===== src/rtl/div_iter.sv =====
// div_iter: iterative unsigned restoring divider for the dataflow operator
// library. Dividend on port 1, divisor on port 2. A quotient/remainder pair is
// produced N enabled edges after acceptance. The library protocol has no
// backpressure, so operand pairs that arrive mid-division are discarded and
// flagged on DROP.
//
// Ports:
//   CLK          clock, rising edge
//   RST          asynchronous active-low reset
//   EN           global enable; all state and outputs hold while low
//   R_IN1/D_IN1  dividend valid / dividend
//   R_IN2/D_IN2  divisor valid / divisor
//   R_OUT        result valid pulse (stretches while EN=0)
//   D_OUT/D_REM  quotient / remainder, held between results
//   DZ           divide-by-zero, qualified by R_OUT
//   BUSY         division in progress
//   DROP         operand pair discarded because BUSY
module div_iter #(
   parameter int N = 16
) (
   input  logic         CLK,
   input  logic         RST,
   input  logic         EN,
   input  logic         R_IN1,
   input  logic [N-1:0] D_IN1,
   input  logic         R_IN2,
   input  logic [N-1:0] D_IN2,
   output logic         R_OUT,
   output logic [N-1:0] D_OUT,
   output logic [N-1:0] D_REM,
   output logic         DZ,
   output logic         BUSY,
   output logic         DROP
);

   localparam int CW = $clog2(N + 1);

   typedef enum logic {IDLE, ITER} state_t;

   state_t         state, state_nxt;
   logic [CW-1:0]  cnt, cnt_nxt;
   logic [N-1:0]   dvsr, dvsr_nxt;
   logic [N-1:0]   q, q_nxt;
   logic [N-1:0]   rem, rem_nxt;
   logic           r_out_nxt, dz_nxt, busy_nxt, drop_nxt;
   logic [N-1:0]   d_out_nxt, d_rem_nxt;

   logic           pair;
   logic [N-1:0]   shifted;
   logic [N:0]     trial;
   logic [N-1:0]   q_step, rem_step;

   // The partial remainder stays below 2^(N-1) on every step but the last
   // (it is bounded by the dividend bits consumed so far), so dropping
   // rem[N-1] when shifting never loses information.
   assign pair    = R_IN1 & R_IN2;
   assign shifted = {rem[N-2:0], q[N-1]};
   assign trial   = {1'b0, shifted} - {1'b0, dvsr};

   // trial[N] is the borrow: set means the divisor did not fit.
   always_comb begin
      q_step   = {q[N-2:0], ~trial[N]};
      rem_step = trial[N] ? shifted : trial[N-1:0];
   end

   always_comb begin
      state_nxt = state;
      cnt_nxt   = cnt;
      dvsr_nxt  = dvsr;
      q_nxt     = q;
      rem_nxt   = rem;
      r_out_nxt = 1'b0;
      drop_nxt  = 1'b0;
      d_out_nxt = D_OUT;
      d_rem_nxt = D_REM;
      dz_nxt    = DZ;
      busy_nxt  = BUSY;
      case (state)
         IDLE: begin
            if (pair) begin
               if (D_IN2 != '0) begin
                  dvsr_nxt  = D_IN2;
                  q_nxt     = D_IN1;
                  rem_nxt   = '0;
                  cnt_nxt   = CW'(N);
                  state_nxt = ITER;
                  busy_nxt  = 1'b1;
               end else begin
                  // zero divisor bypasses the iteration entirely
                  r_out_nxt = 1'b1;
                  d_out_nxt = '0;
                  d_rem_nxt = D_IN1;
                  dz_nxt    = 1'b1;
               end
            end
         end
         ITER: begin
            drop_nxt = pair;
            q_nxt    = q_step;
            rem_nxt  = rem_step;
            cnt_nxt  = cnt - CW'(1);
            if (cnt == CW'(1)) begin
               d_out_nxt = q_step;
               d_rem_nxt = rem_step;
               dz_nxt    = 1'b0;
               r_out_nxt = 1'b1;
               state_nxt = IDLE;
               busy_nxt  = 1'b0;
            end
         end
         default: state_nxt = IDLE;
      endcase
   end

   always_ff @(posedge CLK or negedge RST) begin
      if (!RST) begin
         state <= IDLE;
         cnt   <= '0;
         dvsr  <= '0;
         q     <= '0;
         rem   <= '0;
         R_OUT <= 1'b0;
         D_OUT <= '0;
         D_REM <= '0;
         DZ    <= 1'b0;
         BUSY  <= 1'b0;
         DROP  <= 1'b0;
      end else if (EN) begin
         state <= state_nxt;
         cnt   <= cnt_nxt;
         dvsr  <= dvsr_nxt;
         q     <= q_nxt;
         rem   <= rem_nxt;
         R_OUT <= r_out_nxt;
         D_OUT <= d_out_nxt;
         D_REM <= d_rem_nxt;
         DZ    <= dz_nxt;
         BUSY  <= busy_nxt;
         DROP  <= drop_nxt;
      end
   end

endmodule


===== config.mk =====
export PLATFORM = sky130hd
export DESIGN_NAME = div_iter
export DESIGN_NICKNAME = d
export VERILOG_FILES = /design/src/rtl/div_iter.sv
export SDC_FILE = /design/constraint.sdc
export NUM_CORES = 1
export LEC_CHECK = 0
export CAP_MARGIN = 10
export CORE_MARGIN = 2
export CORE_UTILIZATION = 55
export CTS_BUF_LIST = sky130_fd_sc_hd__clkbuf_4 sky130_fd_sc_hd__clkbuf_8 sky130_fd_sc_hd__clkbuf_16
export DETAILED_ROUTE_END_ITERATION = 10
export HOLD_SLACK_MARGIN = 0.06
export PLACE_DENSITY = 0.82
export SLEW_MARGIN = 25
export SYNTH_ARGS = -nofsm -noshare
export SYNTH_HDL_FRONTEND = slang
export SYNTH_SLANG_ARGS = --single-unit

===== constraint.sdc =====
create_clock -name CLK -period 6.5 [get_ports CLK]
set_input_delay 1.625 -clock CLK [delete_from_list [all_inputs] [get_ports CLK]]
set_output_delay 1.625 -clock CLK [all_outputs]
set_load 0.02 [all_outputs]

Yosys cells after proc, flatten, opt, wreduce, memory -nomap -nowiden
Index checks and enable logic that the tools add are counted.
{ "op_classes": {"addsub": 2, "mux": 34, "n_reduce_logical": 5, "n_bitwise": 3, "eq_ne": 5} }
{ "ops": {"columns": ["op", "count"], "rows": [
  ["$mux 16", 9],
  ["$pmux 16 s2", 3],
  ["$mux 15", 2],
  ["$pmux 15 s2", 1],
  ["$sub 16x16->17", 1],
  ["$reduce_bool 16->1", 1],
  ["$mux 1", 12],
  ["$reduce_and 4->1", 3],
  ["$mux 5", 2],
  ["$pmux 5 s2", 1],
  ["$pmux 1 s2", 4],
  ["$ne 2x2->1 const B", 3],
  ["$eq 5x1->1 const B", 1],
  ["$sub 5x1->5 const B", 1],
  ["$reduce_and 3->1", 1],
  ["$ne 2x1->1 const B", 1],
  ["$not 1->1", 2],
  ["$and 1x1->1", 1]
]} }
{ "word_totals": {"reg_bits": 89, "elab_cells": 60} }

Longest topological paths before layout
{ "logic_depth": {"word_depth": 4, "ltp_mapped": 10, "depth_no_buf": 9} }

Worst setup path before layout
OpenSTA, ideal clock, no wires.
{ "synth_path": {"path_type": "input port to flip-flop", "start": "in D_IN2[9]", "end": "reg D_OUT[12]", "path_stages": 6, "path_buffers": 1, "arrival_ns": 2.938, "setup_ns": 0.121, "slack_ns": 3.441, "path_cell_list": "nor4_2 -> nand4_1 -> nor2_1 -> o21ai_2 -> clkbuf_1 -> a22o_1"} }
{ "synth_via": {"elab_chain_len": 3} }
{ "synth_rtl": {"columns": ["element", "line_no", "source"], "rows": [
  ["start, declared", "27", "input logic [N-1:0] D_IN2,"],
  ["$reduce_bool 16->1", "81", "if (D_IN2 != '0) begin"],
  ["$ne 2x2->1 (no line)", null, null],
  ["$reduce_and 4->1 (no line)", null, null],
  ["end signal, assigned", "135", "D_OUT <= d_out_nxt;"],
  ["end, declared", "29", "output logic [N-1:0] D_OUT,"]
]} }
No other way between the ends.
A chain may end at the register's enable or synchronous reset.

Worst setup path after layout
{ "layout_path": {"start": "in D_IN2[2]", "end": "reg rem[3]"} }
{ "layout_via": {"elab_chain_len": 3} }
{ "layout_rtl": {"columns": ["element", "line_no", "source"], "rows": [
  ["$reduce_bool 16->1", "81", null],
  ["$ne 2x2->1 (no line)", null, null],
  ["$reduce_and 3->1 (no line)", null, null],
  ["end signal, assigned", "133", "rem <= rem_nxt;"],
  ["end, declared", "44", "logic [N-1:0] rem, rem_nxt;"]
]} }
No other way between the ends.

==> results.json <==
{
  "synth_seq_cells": 89,
  "synth_ff_type": "dfrtp_1",
  "syn_nets": 589,
  "grt_pass1_wl_um": 22200,
  "clock_latency_ns": 0.36,
  "rr_worst_depth": 9,
  "synth_top_area_share_pct": 43.0,
  "dieWidth_um": 101,
  "vias": 4476,
  "hold_viol_final": 0,
  "cts_resized": 0,
  "path_cells": "clkdlybuf4s50_1 -> nor4_2 -> a41oi_1 -> o21ai_4 -> buf_4 -> nor2_1 -> nand4_1 -> o311ai_1",
  "numCtsBuffers": 9,
  "critPathMaxFanout": 53,
  "clockBufferDepth": 2,
  "grt_usage_pct": 27.6,
  "root_buffer": "clkbuf_8",
  "initial_core_util_pct": 56.3,
  "syn_area_per_cell_um2": 9.73,
  "arrival_ns": 4.22,
  "slew_viol_final": 0,
  "viasPerCell": 6.39,
  "finalWeightedCongestion": 0.915,
  "max-vdd-ir-drop_mv": 0.290,
  "syn-cell-area_um2": 5180,
  "die_area_um2": 10200,
  "cts_setup_buffers": 0,
  "yosysUniqueCellTypes": 62,
  "ios": 73,
  "synth_warnings": 0,
  "worst_pin_slew_ns": 0.895,
  "slowest_stage": "nor4_2",
  "end_kind": "flop",
  "fillCellCount": 702,
  "period_share_pct": 61.5,
  "portBuffers": 72,
  "fin_total_pwr_mw": 3.62,
  "drive_gt1_share_pct": 9.68,
  "fmax_mhz": 250,
  "critPathLaunch": "D_IN2[2]",
  "crit_required_ns": 6.72,
  "ant_nets": 0,
  "wl_um": 13400,
  "ys_seq_area_share_pct": 43.0,
  "hold_class": "flop to flop",
  "max_stage_delay_ns": 0.53,
  "maxCapViolCount": 0,
  "synth_top_area_cell": "dfrtp_1",
  "core-area_um2": 9200,
  "synth.area.top_cells": "dfrtp_1, ha_1, nand2_1",
  "cts_hold_buf": 0,
  "final.setup_skew_ns": 0.0116,
  "reg2reg_from": "q[15]$_DFFE_PN0P_",
  "first_iter_violations": 484,
  "antenna_found_initial": 0,
  "die_h_um": 101,
  "first_pass_iters": 5,
  "clock_sink_count": 89,
  "reg2reg_slack_ns": 3.61,
  "final_core_util_pct": 67.1,
  "clk_pin_slew_worst_paths_ns": 0.08,
  "cp-endpoint": "rem[3]$_DFFE_PN0P_",
  "cts_max_level": 3,
  "synth_most_common_cell": "dfrtp_1",
  "run_status": "completed",
  "grt_overflow": 0,
  "post_drt_wl_per_cell_um": 19.1,
  "synth_commonest_cells": "dfrtp_1, nand2_1, inv_1",
  "num-nets-final": 641,
  "async_reset_ff_share_pct": 100,
  "dp_hpwl_um": 9920,
  "min_period_ns": 4.00,
  "grt_max_degree": 90,
  "max_slew_margin_pct": 40.2,
  "critical_path_class": "primary input to flop",
  "synth_edf_count": 0,
  "synthCells": 532,
  "num_rows": 35,
  "pwr_density_cell_nw_per_um2": 586,
  "setup_viol": 0,
  "syn_to_final_growth_pct": 19.2,
  "p_leak_nw": 2.65,
  "rsz0062_at_grt": "no",
  "reg2reg_to": "rem[3]$_DFFE_PN0P_",
  "grt_pass1_vias": 4342,
  "finalSetupTns_ns": 0,
  "drc_errors": 0,
  "cp-start-kind": "primary input",
  "antenna_cells": 0,
  "cts_tree": "yes"
}
[sequential cells by signal (all words and copies together), names as in the netlist]
name and flops:
state 1, D_OUT 16, BUSY 1, DZ 1, rem 15, R_OUT 1
D_REM 16, dvsr 16, q 16, cnt 5, DROP 1
[cell families (layout without fill, tap and decap cells)]
group | count (synthesis) | in the layout | synth area share (%)
muxes | 33 | 33 | 6.76
and+or+nand+nor | 140 | 140 | 14.1
DFF | 89 | 89 | 43.0
buffers and inverters | 62 | 119 | 5.12
xor gates and xnor gates | 11 | 11 | 1.86
AOI/OAI and AO/OA | 177 | 177 | 24.2
adders and majority gates | 20 | 20 | 4.98
[worst min-delay path by stage]
stage / depth (start not counted) / end / startpoint / slack (ns)
3_5_place_dp: 1 / D_OUT[13]$_DFFE_PN0P_ / D_OUT[13]$_DFFE_PN0P_ / 0.49
4_1_cts: 1 / D_OUT[12]$_DFFE_PN0P_ / D_OUT[12]$_DFFE_PN0P_ / 0.51
3_3_place_gp: 2 / q[15]$_DFFE_PN0P_ / q[15]$_DFFE_PN0P_ / 0.47
6_report: 1 / D_OUT[6]$_DFFE_PN0P_ / D_OUT[6]$_DFFE_PN0P_ / 0.51
5_1_grt: 1 / dvsr[6]$_DFFE_PN0P_ / dvsr[6]$_DFFE_PN0P_ / 0.53
2_1_floorplan: 2 / q[15]$_DFFE_PN0P_ / q[15]$_DFFE_PN0P_ / 0.45
[power by group]
| group | switching, mW | total [mW] | internal (mW) | leakage [nW] |
|---|---|---|---|---|
| Combinational | 1.25 | 2.14 | 0.890 | 1.43 |
| Sequential | 0.203 | 1.01 | 0.803 | 1.09 |
| Clock | 0.198 | 0.474 | 0.276 | 0.128 |
[metrics by stage]
stage	cell area (um2)	setup slack (ns)	hold WS [ns]	cells
2_1_floorplan	5180	3.44	0.450	532
3_3_place_gp	5910	2.24	0.469	684
3_5_place_dp	5910	2.22	0.492	684
4_1_cts	6160	2.58	0.514	700
5_1_grt	6170	2.42	0.532	700
6_report	6170	2.50	0.508	700
[worst max-delay path, delay by kind of cell]
kind	cells	cell delay (ns)
buf+inv	2	0.91
simple gates	3	1.02
compound gates	3	0.66
[cell usage in the layout (no fill, tap or decap), types with 3 or more instances in the layout]
master	n
or3_1	4
nand2_1	61
o21a_1	4
xnor2_1	6
a31o_1	4
o21ai_1	18
buf_4	3
a211oi_1	3
mux2i_1	17
mux2_2	16
dfrtp_1	89
a21o_1	7
o21ai_2	3
xor2_1	5
nor4_2	4
a22o_1	23
ha_1	19
a21oi_1	26
nor3_2	4
a22oi_1	14
nor4_1	3
inv_1	28
nor2_1	14
nor3_1	7
o31ai_1	8
o22ai_1	4
a32o_1	5
nand2b_1	5
and2_1	5
o211ai_1	10
clkbuf_8	10
nand4_1	16
o21ai_0	24
nand3_1	8
bufinv_16	3
clkdlybuf4s50_1	71
[area by class of cell]
| cell class | count | area [um2] | area share [%] |
|---|---|---|---|
| clock buffer | 12 | 153 | 2.47 |
| clock inverter | 4 | 98.8 | 1.60 |
| inverter | 28 | 105 | 1.70 |
| multi-input combinational | 381 | 2710 | 43.8 |
| sequential | 89 | 2230 | 36.1 |
| tap | 111 | 139 | 2.25 |
| timing repair buffer | 75 | 744 | 12.1 |
[metal layers]
layer / wire length (um) / track usage (%) / up-vias
li1: - / - / 2089
met1: 5940 / 37.3 / 2185
met2: 6530 / 47.3 / 182
met3: 724 / 3.95 / 20
met4: 208 / 6.34 / 0
met5: 0 / 0 / -
Note: power is estimated with default switching activity, not from simulation.
